==> src/rtl/cp0_pkg.sv <==
// Shared CP0 register addresses, SR/Cause field positions and exception codes.
// Used by cp0_ext and by the optional cp0_timer (built when CP0_EXT_TIMER_EN is defined).
package cp0_pkg;

  localparam logic [4:0] ADDR_COUNT   = 5'd9;
  localparam logic [4:0] ADDR_COMPARE = 5'd11;
  localparam logic [4:0] ADDR_SR      = 5'd12;
  localparam logic [4:0] ADDR_CAUSE   = 5'd13;
  localparam logic [4:0] ADDR_EPC     = 5'd14;
  localparam logic [4:0] ADDR_PRID    = 5'd15;

  localparam int SR_IE        = 0;
  localparam int SR_EXL       = 1;
  localparam int SR_IM_LO     = 10;
  localparam int CAUSE_BD     = 31;
  localparam int CAUSE_TI     = 30;
  localparam int CAUSE_IP_LO  = 10;
  localparam int CAUSE_EXC_LO = 2;

  typedef enum logic [4:0] {
    EXC_INT  = 5'd0,
    EXC_ADEL = 5'd4,
    EXC_ADES = 5'd5,
    EXC_SYS  = 5'd8,
    EXC_BP   = 5'd9,
    EXC_RI   = 5'd10,
    EXC_OV   = 5'd12
  } exc_code_e;

  // A delay-slot victim restarts at its branch, one word earlier.
  function automatic logic [31:0] victim_epc(input logic [31:0] vpc, input logic bd);
    logic [31:0] pc;
    pc = bd ? (vpc - 32'd4) : vpc;
    return {pc[31:2], 2'b00};
  endfunction

endpackage

==> src/rtl/cp0_timer.sv <==
// Count/Compare timer with sticky TI flag; the whole module exists only when
// CP0_EXT_TIMER_EN is defined.
`ifdef CP0_EXT_TIMER_EN
module cp0_timer
  import cp0_pkg::*;
(
  input  logic        clk,
  input  logic        reset,
  input  logic        wr_en,
  input  logic [4:0]  addr,
  input  logic [31:0] wdata,
  output logic [31:0] count,
  output logic [31:0] compare,
  output logic        ti
);

  always_ff @(posedge clk) begin
    if (reset) begin
      count   <= '0;
      compare <= '0;
      ti      <= 1'b0;
    end else begin
      if (wr_en && addr == ADDR_COUNT)
        count <= wdata;
      else
        count <= count + 32'd1;

      if (wr_en && addr == ADDR_COMPARE)
        compare <= wdata;

      // A Compare write acknowledges the timer and beats a same-cycle match.
      if (wr_en && addr == ADDR_COMPARE)
        ti <= 1'b0;
      else if (count == compare && compare != 32'd0)
        ti <= 1'b1;
    end
  end

endmodule
`endif

==> src/rtl/cp0_ext.sv <==
// Minimal CP0: SR, Cause, EPC, PRId, interrupt/exception entry and eret.
// Count/Compare timer is included only when CP0_EXT_TIMER_EN is defined.
module cp0_ext
  import cp0_pkg::*;
#(
  parameter int          NUM_HWINT = 6,
  parameter logic [31:0] PRID_VAL  = 32'h0000_2024
) (
  input  logic                 clk,
  input  logic                 reset,
  input  logic                 en,
  input  logic [4:0]           CP0Add,
  input  logic [31:0]          CP0In,
  output logic [31:0]          CP0Out,
  input  logic [31:0]          VPC,
  input  logic                 BDIn,
  input  logic [4:0]           ExcCodeIn,
  input  logic [NUM_HWINT-1:0] HWInt,
  input  logic                 EXLClr,
  output logic [31:0]          EPCOut,
  output logic                 Req
);

  logic                 ie, exl, bd;
  logic [NUM_HWINT-1:0] im, ip, pend;
  logic [4:0]           exc_code;
  logic [31:0]          epc;
  logic                 ti, int_req, exc_req, wr_ok;

`ifdef CP0_EXT_TIMER_EN
  logic [31:0] count, compare;

  cp0_timer u_timer (
    .clk     (clk),
    .reset   (reset),
    .wr_en   (wr_ok),
    .addr    (CP0Add),
    .wdata   (CP0In),
    .count   (count),
    .compare (compare),
    .ti      (ti)
  );
`else
  assign ti = 1'b0;
`endif

  // The timer shares the highest hardware interrupt line.
  always_comb begin
    pend = HWInt;
    pend[NUM_HWINT-1] = HWInt[NUM_HWINT-1] | ti;
  end

  assign int_req = ie & |(pend & im);
  assign exc_req = |ExcCodeIn;
  assign Req     = ~EXLClr & ~exl & (int_req | exc_req);
  // mtc0 is the lowest-priority event and is dropped by eret or entry.
  assign wr_ok   = en & ~EXLClr & ~Req;
  assign EPCOut  = epc;

  always_ff @(posedge clk) begin
    if (reset) begin
      ie       <= 1'b0;
      exl      <= 1'b0;
      im       <= '0;
      ip       <= '0;
      bd       <= 1'b0;
      exc_code <= '0;
      epc      <= '0;
    end else begin
      ip <= pend;
      if (EXLClr) begin
        exl <= 1'b0;
      end else if (Req) begin
        exl      <= 1'b1;
        bd       <= BDIn;
        epc      <= victim_epc(VPC, BDIn);
        exc_code <= int_req ? 5'(EXC_INT) : ExcCodeIn;
      end else if (en) begin
        case (CP0Add)
          ADDR_SR: begin
            ie  <= CP0In[SR_IE];
            exl <= CP0In[SR_EXL];
            im  <= CP0In[SR_IM_LO +: NUM_HWINT];
          end
          ADDR_CAUSE: begin
            bd       <= CP0In[CAUSE_BD];
            exc_code <= CP0In[CAUSE_EXC_LO +: 5];
          end
          ADDR_EPC: epc <= {CP0In[31:2], 2'b00};
          default: ;
        endcase
      end
    end
  end

  always_comb begin
    CP0Out = '0;
    case (CP0Add)
      ADDR_SR: begin
        CP0Out[SR_IE]                   = ie;
        CP0Out[SR_EXL]                  = exl;
        CP0Out[SR_IM_LO +: NUM_HWINT]   = im;
      end
      ADDR_CAUSE: begin
        CP0Out[CAUSE_BD]                = bd;
        CP0Out[CAUSE_TI]                = ti;
        CP0Out[CAUSE_IP_LO +: NUM_HWINT] = ip;
        CP0Out[CAUSE_EXC_LO +: 5]       = exc_code;
      end
      ADDR_EPC:     CP0Out = epc;
      ADDR_PRID:    CP0Out = PRID_VAL;
`ifdef CP0_EXT_TIMER_EN
      ADDR_COUNT:   CP0Out = count;
      ADDR_COMPARE: CP0Out = compare;
`endif
      default:      CP0Out = '0;
    endcase
  end

endmodule

==> config.mk <==
export PLATFORM = sky130hd
export DESIGN_NAME = cp0_ext
export DESIGN_NICKNAME = d
export VERILOG_FILES = /design/src/rtl/cp0_pkg.sv /design/src/rtl/cp0_timer.sv /design/src/rtl/cp0_ext.sv
export SDC_FILE = /design/constraint.sdc
export NUM_CORES = 1
export LEC_CHECK = 0
export BUFFER_PORTS_ARGS = -buffer_cell sky130_fd_sc_hd__buf_2
export CAP_MARGIN = 20
export CORE_MARGIN = 4
export CORE_UTILIZATION = 45
export DETAILED_ROUTE_END_ITERATION = 8
export PLACE_DENSITY = 0.85
export SLEW_MARGIN = 20
export SYNTH_ARGS = -nofsm -noshare
export SYNTH_HDL_FRONTEND = slang
export SYNTH_SLANG_ARGS = --single-unit
==> constraint.sdc <==
create_clock -name clk -period 3.8 [get_ports clk]
set_clock_uncertainty 0.2 [all_clocks]
set_input_delay 1.14 -clock clk [delete_from_list [all_inputs] [get_ports clk]]
set_output_delay 1.14 -clock clk [all_outputs]
set_load 0.005 [all_outputs]
[After elaboration in Yosys (flattened, before gate mapping)]
Index checks and enable logic that the tools add are counted.
Operators by class
  multiply operators: 0
  reductions and logical operators: 11
  order comparisons: 0
  add/sub/neg operators: 1
  div/mod/pow operators: 0
  shifts and indexed selects: 0
  equal/unequal tests: 4
  bitwise gates (word level): 8
  mux-type cells: 20
Operators with widths (count)
  two-way mux 32 bit: 4
  subtractor 32 x 3 -> 32 bit (second input constant): 1
  one-hot mux 6 bit (4 select lines): 1
  equality test 5 x 4 -> 1 bit (second input constant): 4
  two-way mux 5 bit: 4
  one-hot mux 5 bit (3 select lines): 1
  two-way mux 14 bit: 1
  one-hot mux 2 bit (2 select lines): 2
  nonzero test 2 bit: 4
  AND 6 bit: 1
  two-way mux 1 bit: 6
  AND reduction 3 bit: 2
  OR reduction 6 bit: 1
  OR reduction 5 bit: 1
  AND reduction 4 bit: 1
  AND 1 bit: 3
  two-way mux 3 bit: 1
  NOT 1 bit: 3
  AND reduction 2 bit: 1
  OR reduction 2 bit: 1
  bitwise OR 1 bit: 1
Word-level totals
  memories kept: 0
  register bits after elaboration: 52
  output and inout port bits: 65
  RAM bits: 0
  logic and storage cells: 51
  latch bits: 0
  input bits: 85
  ROM bits: 0

[Logic depth before layout (Yosys ltp)]
Gate-level depths: netlist of run 1.
  depth after elaboration: 7
  depth in mapped cells: 8
  gate-level depth less buffers: 7

[Least setup slack after synthesis of run 1]
No wires, ideal clock.
  path type: input -> output
  start: input port HWInt[1]
  end: output port Req
  slack: 0.247 ns
  stages on the path: 5
  arrival: 2.213 ns
  cells stage by stage: a22oi_1 a31oi_1 o21ai_1 inv_2 buf_1
On the way
  longest elaborated chain between the ends: 5
Ends and longest elaborated chain
  from (decl): RTL line cp0_ext.sv:18  | input logic [NUM_HWINT-1:0] HWInt,
  AND 6 bit: RTL line cp0_ext.sv:53  | assign int_req = ie & |(pend & im);
  OR reduction 6 bit: RTL line cp0_ext.sv:53
  AND 1 bit: RTL line cp0_ext.sv:53
  bitwise OR 1 bit: RTL line cp0_ext.sv:55  | assign Req = ~EXLClr & ~exl & (int_req | exc_req);
  AND 1 bit: RTL line cp0_ext.sv:55
  to (decl): RTL line cp0_ext.sv:21  | output logic Req
Every way passes these cells.

[Worst setup path after layout of run 1]
  start: input port CP0Add[0]
  end: output port CP0Out[16]
On the way
  longest elaborated chain between the ends: 2
Ends and longest elaborated chain
  from (decl): RTL line cp0_ext.sv:12  | input logic [4:0] CP0Add,
  equality test 5 x 4 -> 1 bit: RTL line cp0_ext.sv:98  | case (CP0Add)
  two-way mux 14 bit: RTL line cp0_ext.sv:98
  to (decl): RTL line cp0_ext.sv:14  | output logic [31:0] CP0Out,
Every way passes these cells.

==> results.txt, run 1 <==
Final wirelength = 9.40 mm
CTS root buffer = clkbuf_8
Initial antenna violation count = 0
Final std cells w/o fill = 605
RSZ-0062 raised after global routing = false
Relative slew slack = 0.360
Met2 WL = 4.54 mm
Drt first pass iters = 4
Min-Delay Path Class = reg2reg
DP HPWL = 7.18 mm
Worst-skew pair later-pin latency = 310 ps
Synth Instances = 372
Leak = 1.74 nW
First DRT Iteration DRCs = 108
Routed Antenna Nets = 0
Post-Syn Area = 3160 µm²
Wire length per cell = 15.5 µm
Hold EP = ie$_SDFFE_PP0P_
CTS max path bufs = 2
Via count = 3255
Chip width = 91.9 µm
FMAX = 0.286 GHz
Total Power = 0.00117 W
Status = finished, final reports clean
Min-Delay Startpoint = ie$_SDFFE_PP0P_
CTS tree = yes
First-pass GRT wire length = 15.1 mm
R2R cell count = 7
Hold depth = 2
Sink Count = 50
Max-cap violation count = 0
Area of the die = 8440 µm²
Inserted Diodes = 0
Placer Congestion = 0.845
Clock transition at path regs = 110 ps
Largest net degree at the start of global routing = 51
Buffers on Ports = 145
PD cells = 288 nW/µm²
Total global routing overflow = 0
H-tree level count = 2
Final hold vios = 0
CP startpoint kind = input port
EDFF count, synth = 0
CP arrival = 2150 ps
Wire length on met3 = 546 µm
Setup ws final = 306 ps
Drt drc = 0
Post-CTS setup buffer count = 0
Fin Setup TNS = 0 ps
Post-route cell area = 4080 µm²
Num CTS Buffers = 5
Synth Register Bits = 50
Post-synthesis cell type count = 46
Cell area after placement = 3980 µm²
Gr usage total = 0.216
R2r startpoint = im[1]$_SDFFE_PP0P_
Top layer in use = met4
Final Setup Violations = 0
FP Rows = 30
Die Y = 91.9 µm
Req. time, crit path = 2460 ps
Syn Area/Cell = 8.51 µm²
Worst IR Drop VDD = 0.152 mV
Initial core utilization = 0.466
Worst flop-to-flop path endpoint = EPCOut[18]$_SDFFE_PP0P_
Async SR Flop Fraction = 0
IO Count = 150
Vias in the first global route = 3226
Seq/Total Area, Yosys = 0.316
Final Max Tran Viols = 0
Worst Setup Path Type = in2out
Max FO, Critical Path = 17
Worst slack, placed = 304 ps
Yosys warnings = 0
Predominant post-synthesis flop cell = dfxtp_1
FF-to-FF setup slack = 1540 ps
Final period util = 0.919
Placed insts = 597
Post-CTS sizing = 0
WL met1 = 4.13 mm
Period minus WS final = 3490 ps
Area growth syn-to-layout = 28.8%
Nets = 594
Cts hold-fix bufs = 0
Slew at the pin closest to its max-slew limit = 960 ps
Vias per cell = 5.38
Share of post-route cells with drive strength above 1 = 0.350
Worst setup EP type = output pin
CORE AREA = 6790 µm²
==> report_power, final <==
group	switching (W)	internal [W]
clock network	0.000205	0.000136
registers	0.0000209	0.000559
logic	0.000134	0.000118
==> state kept, by name, summed over array words and instances (netlist names) <==
name and cells:
bd 1, exl 1, EPCOut 30, im 6, ie 1, ip 6
exc_code 5
==> kinds of logic after synthesis <==
kind of cell / Yosys count / share of synthesized area
flops: 50 / 0.316
other cells: 1 / 0.00119
compound gates: 83 / 0.194
xor+xnor: 27 / 0.0747
simple gates: 152 / 0.282
fa+ha+maj: 1 / 0.00395
mux: 27 / 0.0874
buf+inv: 31 / 0.0403
==> metal layers <==
layer | GRT usage | vias up
li1 | - | 1613
met1 | 0.271 | 1510
met2 | 0.378 | 115
met3 | 0.0353 | 17
met4 | 0.0656 | 0
met5 | 0 | -
==> cells in the final DEF, fill, tap and decap left out, drive strengths merged, types with 4 or more instances in the layout <==
cell type and n:
and2 18, nor3 17, nor2b 32, nor4 10, mux2i 22, nor2 46
inv 7, a211oi 51, mux2 5, buf 154, dfxtp 50, a22oi 12
a21oi 11, xnor2 23, clkbuf 5, xor2 4, nand2 8
==> worst max-delay path by stage <==
stage / startpoint / endpoint / cells past startpoint
floorplan: HWInt[1] / Req / 5
global placement: HWInt[1] / Req / 6
detailed placement: CP0Add[0] / CP0Out[16] / 6
CTS: CP0Add[0] / CP0Out[16] / 6
global route: CP0Add[0] / CP0Out[9] / 6
finish: CP0Add[0] / CP0Out[16] / 6
==> metrics by stage <==
stage / util / hold WS, ps
after global placement: 0.586 / 274
after detailed placement: 0.586 / 287
after global routing: 0.600 / 373
final: 0.600 / 315
after floorplan: - / 260
after CTS: 0.600 / 314
==> Yosys cell counts, types with 2 or more instances <==
library cell  instances  share of area
a211oi_1             50           0.12
dfxtp_1              50           0.32
nor2_1               46          0.055
nor2b_1              32          0.063
xnor2_1              23          0.064
mux2i_1              22          0.070
clkbuf_1             19          0.023
and2_1               18          0.036
nor3_1               16          0.025
a22oi_1              12          0.028
a21oi_1              11          0.017
nand2_1               8         0.0095
nor4_1                7          0.014
mux2_1                5          0.018
inv_1                 4         0.0047
xor2_1                4          0.011
buf_2                 3         0.0047
nand3_1               3         0.0047
or3_1                 3         0.0059
a311oi_1              2         0.0055
buf_1                 2         0.0024
buf_4                 2         0.0047
nand2b_1              2         0.0040
nand3b_1              2         0.0047
nor4_4                2          0.013
nor4b_2               2         0.0095
o21ai_0               2         0.0032
or4_4                 2         0.0071
==> worst max-delay path, stage by stage <==
cell	delay (ps)
buf_2	180
nand2b_1	200
nor2_1	130
buf_4	240
and2_1	150
buf_2	110
==> cell type report <==
type                       count  area, µm²
clock buffer                   5       68.8
tap                           96        120
inverter                       5       18.8
multi-input combinational    292       2050
timing repair buffer         154        793
sequential                    50       1000
fill                         629       2720
clock inverter                 3       26.3
(Power assumes the default switching activity.)
==> run 2: changes to the inputs <==
--- a/config.mk
+++ b/config.mk
@@ -8,9 +8,10 @@
 export BUFFER_PORTS_ARGS = -buffer_cell sky130_fd_sc_hd__buf_2
 export CAP_MARGIN = 20
 export CORE_MARGIN = 4
-export CORE_UTILIZATION = 45
+export CORE_UTILIZATION = 44
+export CTS_BUF_LIST = sky130_fd_sc_hd__clkbuf_8
 export DETAILED_ROUTE_END_ITERATION = 8
-export PLACE_DENSITY = 0.85
+export PLACE_DENSITY = 0.86
 export SLEW_MARGIN = 20
 export SYNTH_ARGS = -nofsm -noshare
 export SYNTH_HDL_FRONTEND = slang
==> constraint.sdc (replaced) <==
create_clock -name clk -period 3 [get_ports clk]
set_clock_uncertainty 0.2 [all_clocks]
set_input_delay 0.9 -clock clk [delete_from_list [all_inputs] [get_ports clk]]
set_output_delay 0.9 -clock clk [all_outputs]
set_load 0.005 [all_outputs]
==> run 2 against run 1 <==
  * Die area increased by 2.1%
  * First-iteration DRC count up 31%
  * Setup slack worse by 230 ps
  * Sequential cell count unchanged
  * Clock power up 11%
  * Register-to-register slack worse by 590 ps
==> results.txt, run 2 (synthesis gave the netlist of run 1 again) <==
Vias per cell = 5.46 (+1.5%)
Drt drc = 0 (unchanged)
CP arrival = 1820 ps (-330 ps)
Clock transition at path regs = 90 ps (-20 ps)
Post-CTS sizing = 1 (+1)
H-tree level count = 2 (unchanged)
Worst-skew pair later-pin latency = 290 ps (-20 ps)
R2r startpoint = im[2]$_SDFFE_PP0P_
Worst Setup Path Type = in2out
Buffers on Ports = 145 (unchanged)
RSZ-0062 raised after global routing = false
Leading cell type in the layout, fill and taps excluded = buf_2
First DRT Iteration DRCs = 142 (+31%)
Slew at the pin closest to its max-slew limit = 589 ps (-370 ps)
Min-Delay Startpoint = ie$_SDFFE_PP0P_
Routed Antenna Nets = 0 (unchanged)
Chip width = 92.8 µm (+1.0%)
Gr usage total = 0.220 (+0.00380)
Share of post-route cells with drive strength above 1 = 0.368 (+0.0178)
CORE AREA = 6910 µm² (+1.7%)
Die Y = 92.8 µm (+1.0%)
Fillers = 666 (+5.9%)
Cts hold-fix bufs = 0 (unchanged)
Sink Count = 50 (unchanged)
First-pass GRT wire length = 15.5 mm (+2.3%)
Worst setup EP type = output pin
Max FO, Critical Path = 2 (-15)
FP Rows = 30 (unchanged)
Max reg flops = 30 (unchanged)
Leak = 1.79 nW (+2.6%)
Largest net degree at the start of global routing = 45 (-12%)
Post-CTS setup buffer count = 0 (unchanged)
FF-to-FF setup slack = 950 ps (-590 ps)
Vias in the first global route = 3309 (+2.6%)
CP startpoint kind = input port
IO Count = 150 (unchanged)
Util after Layout = 0.605 (+0.00471)
Placer Congestion = 0.876 (+3.6%)
Most frequent cells in the layout = 144 x buf_2, 50 x dfxtp_1, 50 x a211oi_1
Fin Setup TNS = 0 ps (unchanged)
Initial core utilization = 0.458 (-0.00759)
Status = finished, final reports clean
Final period util = 0.975
Final hold vios = 0 (unchanged)
FMAX = 0.342 GHz
Worst flop-to-flop path endpoint = EPCOut[21]$_SDFFE_PP0P_
Via count = 3346 (+2.8%)
Period minus WS final = 2920 ps
Req. time, crit path = 1900 ps (-560 ps)
Total Power = 0.00145 W (+23%)
Drt first pass iters = 4 (unchanged)
Hold EP = ie$_SDFFE_PP0P_
Total global routing overflow = 0 (unchanged)
Worst IR Drop VDD = 0.167 mV (+10%)
CTS root buffer = clkbuf_8
Wire length per cell = 16.1 µm (+3.7%)
Nets = 603 (+1.5%)
PD cells = 346 nW/µm² (+20%)
Max-cap violation count = 0 (unchanged)
Inserted Diodes = 0 (unchanged)
Initial antenna violation count = 0 (unchanged)
Min-Delay Path Class = reg2reg
Area growth syn-to-layout = 32.0%
Final Setup Violations = 0 (unchanged)
CTS tree = yes
Hold depth = 2 (unchanged)
CTS max path bufs = 2 (unchanged)
DP HPWL = 7.86 mm (+9.4%)
Final wirelength = 9.87 mm (+5.0%)
Relative slew slack = 0.607 (+0.247)
R2R cell count = 7 (unchanged)
Num CTS Buffers = 5 (unchanged)
Final Max Tran Viols = 0 (unchanged)
Area of the die = 8610 µm² (+2.1%)
run 2: routing by layer:
metal,vias to the layer above,track usage,wire [µm]
met5,-,0,0
li1,1629,-,-
met1,1594,0.269,4100
met4,0,0.0696,244
met3,16,0.0309,491
met2,107,0.394,5040
run 2: worst max path at each step:
stage            startpoint         to  slack, ps  cells after the start
2_1_floorplan      HWInt[1]        Req         80                      5
3_3_place_gp       HWInt[0]        Req         -1                      6
3_5_place_dp       HWInt[1]        Req        -20                      6
4_1_cts            HWInt[0]        Req         20                      6
5_1_grt           CP0Add[4]  CP0Out[8]         20                      6
6_report       ExcCodeIn[0]        Req         80                      6
run 2: per-stage QoR:
stage               setup WS, ps  cell area (µm²)  hold slack, ps  std cells
floorplan                   78.1             3170             260        373
global placement          -0.987             4060             272        606
detailed placement         -22.1             4060             296        606
CTS                         18.9             4150             322        613
global route                16.2             4180             371        613
finish                      75.5             4180             320        613
run 2: critical path, stage by stage:
cell,delay [ps]
buf_2,110
nor3_1,310
nand2_1,120
o21ai_2,180
inv_2,80
buf_2,130
run 2: cell type report:
class / count / area, µm² / area share
Tap cell: 96 / 120 / 0.0288
Inverter: 5 / 18.8 / 0.00449
Timing Repair Buffer: 163 / 880 / 0.211
Clock buffer: 5 / 68.8 / 0.0165
Clock inverter: 2 / 10.0 / 0.00240
Multi-Input combinational cell: 292 / 2080 / 0.498
Sequential cell: 50 / 1000 / 0.240
run 2: power by group:
group	switching (W)	internal (W)	leakage, nW
logic	0.000174	0.000157	1.33
clock network	0.000221	0.000157	0.0438
registers	0.0000282	0.000708	0.413
total	0.000424	0.00102	1.79
==> run 3: changes to the inputs <==
==> constraint.sdc (replaced) <==
create_clock -name clk -period 2.35 [get_ports clk]
set_clock_uncertainty 0.2 [all_clocks]
set_input_delay 0.705 -clock clk [delete_from_list [all_inputs] [get_ports clk]]
set_output_delay 0.705 -clock clk [all_outputs]
set_load 0.005 [all_outputs]
==> run 3 against run 2 <==
  * The run now ends with negative setup slack left
  * Routed wire length increased by 12%
  * Critical path type unchanged
  * Sequential power grew 28%
  * Via count up 5.6%
  * Largest power group unchanged
  * Final area increased by 17%
  * Critical path depth decreased by 1
  * Hold slack better by 15 ps
  * Setup slack got worse by 280 ps
  * Core utilization is 10 points higher
  * Largest cell class unchanged
  * Non-clock buffer count is 47 higher
  * Die area stayed put
  * Cell count rose by 7.8%
==> results.txt, run 3 (synthesis gave the netlist of run 1 again) <==
Setup ws final = -208 ps (-284 ps)
CP arrival = 1650 ps (-170 ps)
Vias in the first global route = 3550 (+7.3%)
Max FO, Critical Path = 5 (+3)
Sink Count = 50 (unchanged)
FMAX = 0.391 GHz
Internal power = 0.00140 W (+37%)
Leading cell type in the layout, fill and taps excluded = buf_2
Worst IR Drop VDD = 0.334 mV (+99%)
Total Power = 0.00199 W (+38%)
Cts hold-fix bufs = 0 (unchanged)
Placer Congestion = 0.863 (-1.5%)
Die Y = 92.8 µm (unchanged)
Relative slew slack = 0.666 (+0.0591)
NetSw = 0.000590 W (+39%)
Share of post-route cells with drive strength above 1 = 0.487 (+0.119)
Failing checks = negative setup slack
Routed Antenna Nets = 0 (unchanged)
PD cells = 408 nW/µm² (+18%)
Nets = 650 (+7.8%)
Final hold vios = 0 (unchanged)
Most frequent cells in the layout = 138 x buf_2, 53 x buf_4, 50 x dfxtp_1
Period minus WS final = 2560 ps
Logic pwr share = 0.257 (+0.028)
CORE AREA = 6910 µm² (unchanged)
Drt drc = 0 (unchanged)
Clk pwr share = 0.269 (+0.007)
Via count = 3534 (+5.6%)
DP HPWL = 8.11 mm (+3.2%)
IO Count = 150 (unchanged)
H-tree level count = 2 (unchanged)
Min-Delay Path Class = reg2reg
Final Setup Violations = 41 (+41)
Worst setup EP type = output pin
First DRT Iteration DRCs = 113 (-20%)
Status = finished with violations
Inserted Diodes = 0 (unchanged)
Seq pwr share = 0.474 (-0.035)
Final Max Tran Viols = 0 (unchanged)
CTS tree = yes
CTS max path bufs = 2 (unchanged)
Wire length per cell = 16.7 µm (+3.6%)
Worst-skew pair later-pin latency = 300 ps (about the same)
Util after Layout = 0.707 (+0.103)
Leak = 2.09 nW (+17%)
First-pass GRT wire length = 17.2 mm (+11%)
Sw Share = 0.296 (+0.00275)
Worst Setup Path Type = in2out
Final period util = 1.09
Req. time, crit path = 1440 ps (-460 ps)
Num CTS Buffers = 5 (unchanged)
Fin Setup TNS = -4660 ps (-4660 ps)
Worst slack, placed = -362 ps (-340 ps)
Chip width = 92.8 µm (unchanged)
Initial core utilization = 0.458 (unchanged)
CTS root buffer = clkbuf_8
CP startpoint kind = input port
Drt first pass iters = 4 (unchanged)
Max reg flops = 30 (unchanged)
FP Rows = 30 (unchanged)
Vias per cell = 5.35 (-2.1%)
Buffers on Ports = 145 (unchanged)
Largest net degree at the start of global routing = 51 (+13%)
Final wirelength = 11.0 mm (+12%)
Clock transition at path regs = 90 ps (about the same)
Total global routing overflow = 0 (unchanged)
Fillers = 577 (-13%)
Slew at the pin closest to its max-slew limit = 501 ps (-88.6 ps)
Initial antenna violation count = 0 (unchanged)
Area growth syn-to-layout = 54.4%
Max-cap violation count = 0 (unchanged)
RSZ-0062 raised after global routing = true
Fin Hold WS = 335 ps (+15.2 ps)
Gr usage total = 0.244 (+0.0242)
Area of the die = 8610 µm² (unchanged)
## run 3: cell count changes in the layout (fill, tap and decap cells not counted), sizes merged
| cell | previous run | this run |
|---|---|---|
| clkinv | 2 | 1 |
| bufbuf | 0 | 1 |
| buf | 162 | 209 |
| clkinvlp | 0 | 1 |
## run 3: cell type report
| class | instances | area (µm²) | area share |
|---|---|---|---|
| Tap cell | 96 | 120 | 0.0246 |
| Inverter | 5 | 18.8 | 0.00384 |
| Clock inverter | 2 | 12.5 | 0.00256 |
| Sequential cell | 50 | 1000 | 0.205 |
| Clock buffer | 6 | 82.6 | 0.0169 |
| Timing Repair Buffer | 210 | 1390 | 0.283 |
| Multi-Input combinational cell | 292 | 2270 | 0.464 |
## run 3: worst max-delay path: stages
cell and delay [ps]:
buf_6 80, nand3b_1 240, or3_4 410, nor2_2 110
buf_2 110
## run 3: power groups by stage
stage | registers [W] | clock network (W) | logic [W]
finish | 0.000945 | 0.000536 | 0.000512
global route | 0.000953 | 0.000577 | 0.000558
CTS | 0.000942 | 0.000538 | 0.000489
detailed placement | 0.000961 | 0 | 0.000464
global placement | 0.000957 | 0 | 0.000448
floorplan | 0.000955 | 0 | 0.000213
## run 3: worst paths after layout
| path | start | endpoint | slack [ps] | depth (start not counted) |
|---|---|---|---|---|
| min | ie$_SDFFE_PP0P_ | ie$_SDFFE_PP0P_ | 340 | 2 |
| max | CP0Add[4] | CP0Out[0] | -210 | 5 |
| min reg2reg | ie$_SDFFE_PP0P_ | ie$_SDFFE_PP0P_ | 340 | 2 |
| max reg2reg | im[1]$_SDFFE_PP0P_ | EPCOut[29]$_SDFFE_PP0P_ | 260 | 7 |
## run 3: layer usage
metal	track usage	wire length, µm	up-vias
li1	-	-	1730
met1	0.297	4440	1656
met2	0.425	5690	121
met3	0.0406	530	27
met4	0.0989	359	0
met5	0	0	-
## run 3: per-stage QoR
stage / instance area, µm² / cells
global placement: 4410 / 643
global route: 4890 / 661
finish: 4890 / 661
detailed placement: 4410 / 643
CTS: 4740 / 660
floorplan: 3200 / 373
## run 3: repair_timing
action,4_1_cts,5_1_grt
endpoints found under the hold margin,0,0
buffers inserted,8,3
pin swaps,38,12
gates resized for setup,28,31
setup endpoints to repair,39,71
cloned,1,0
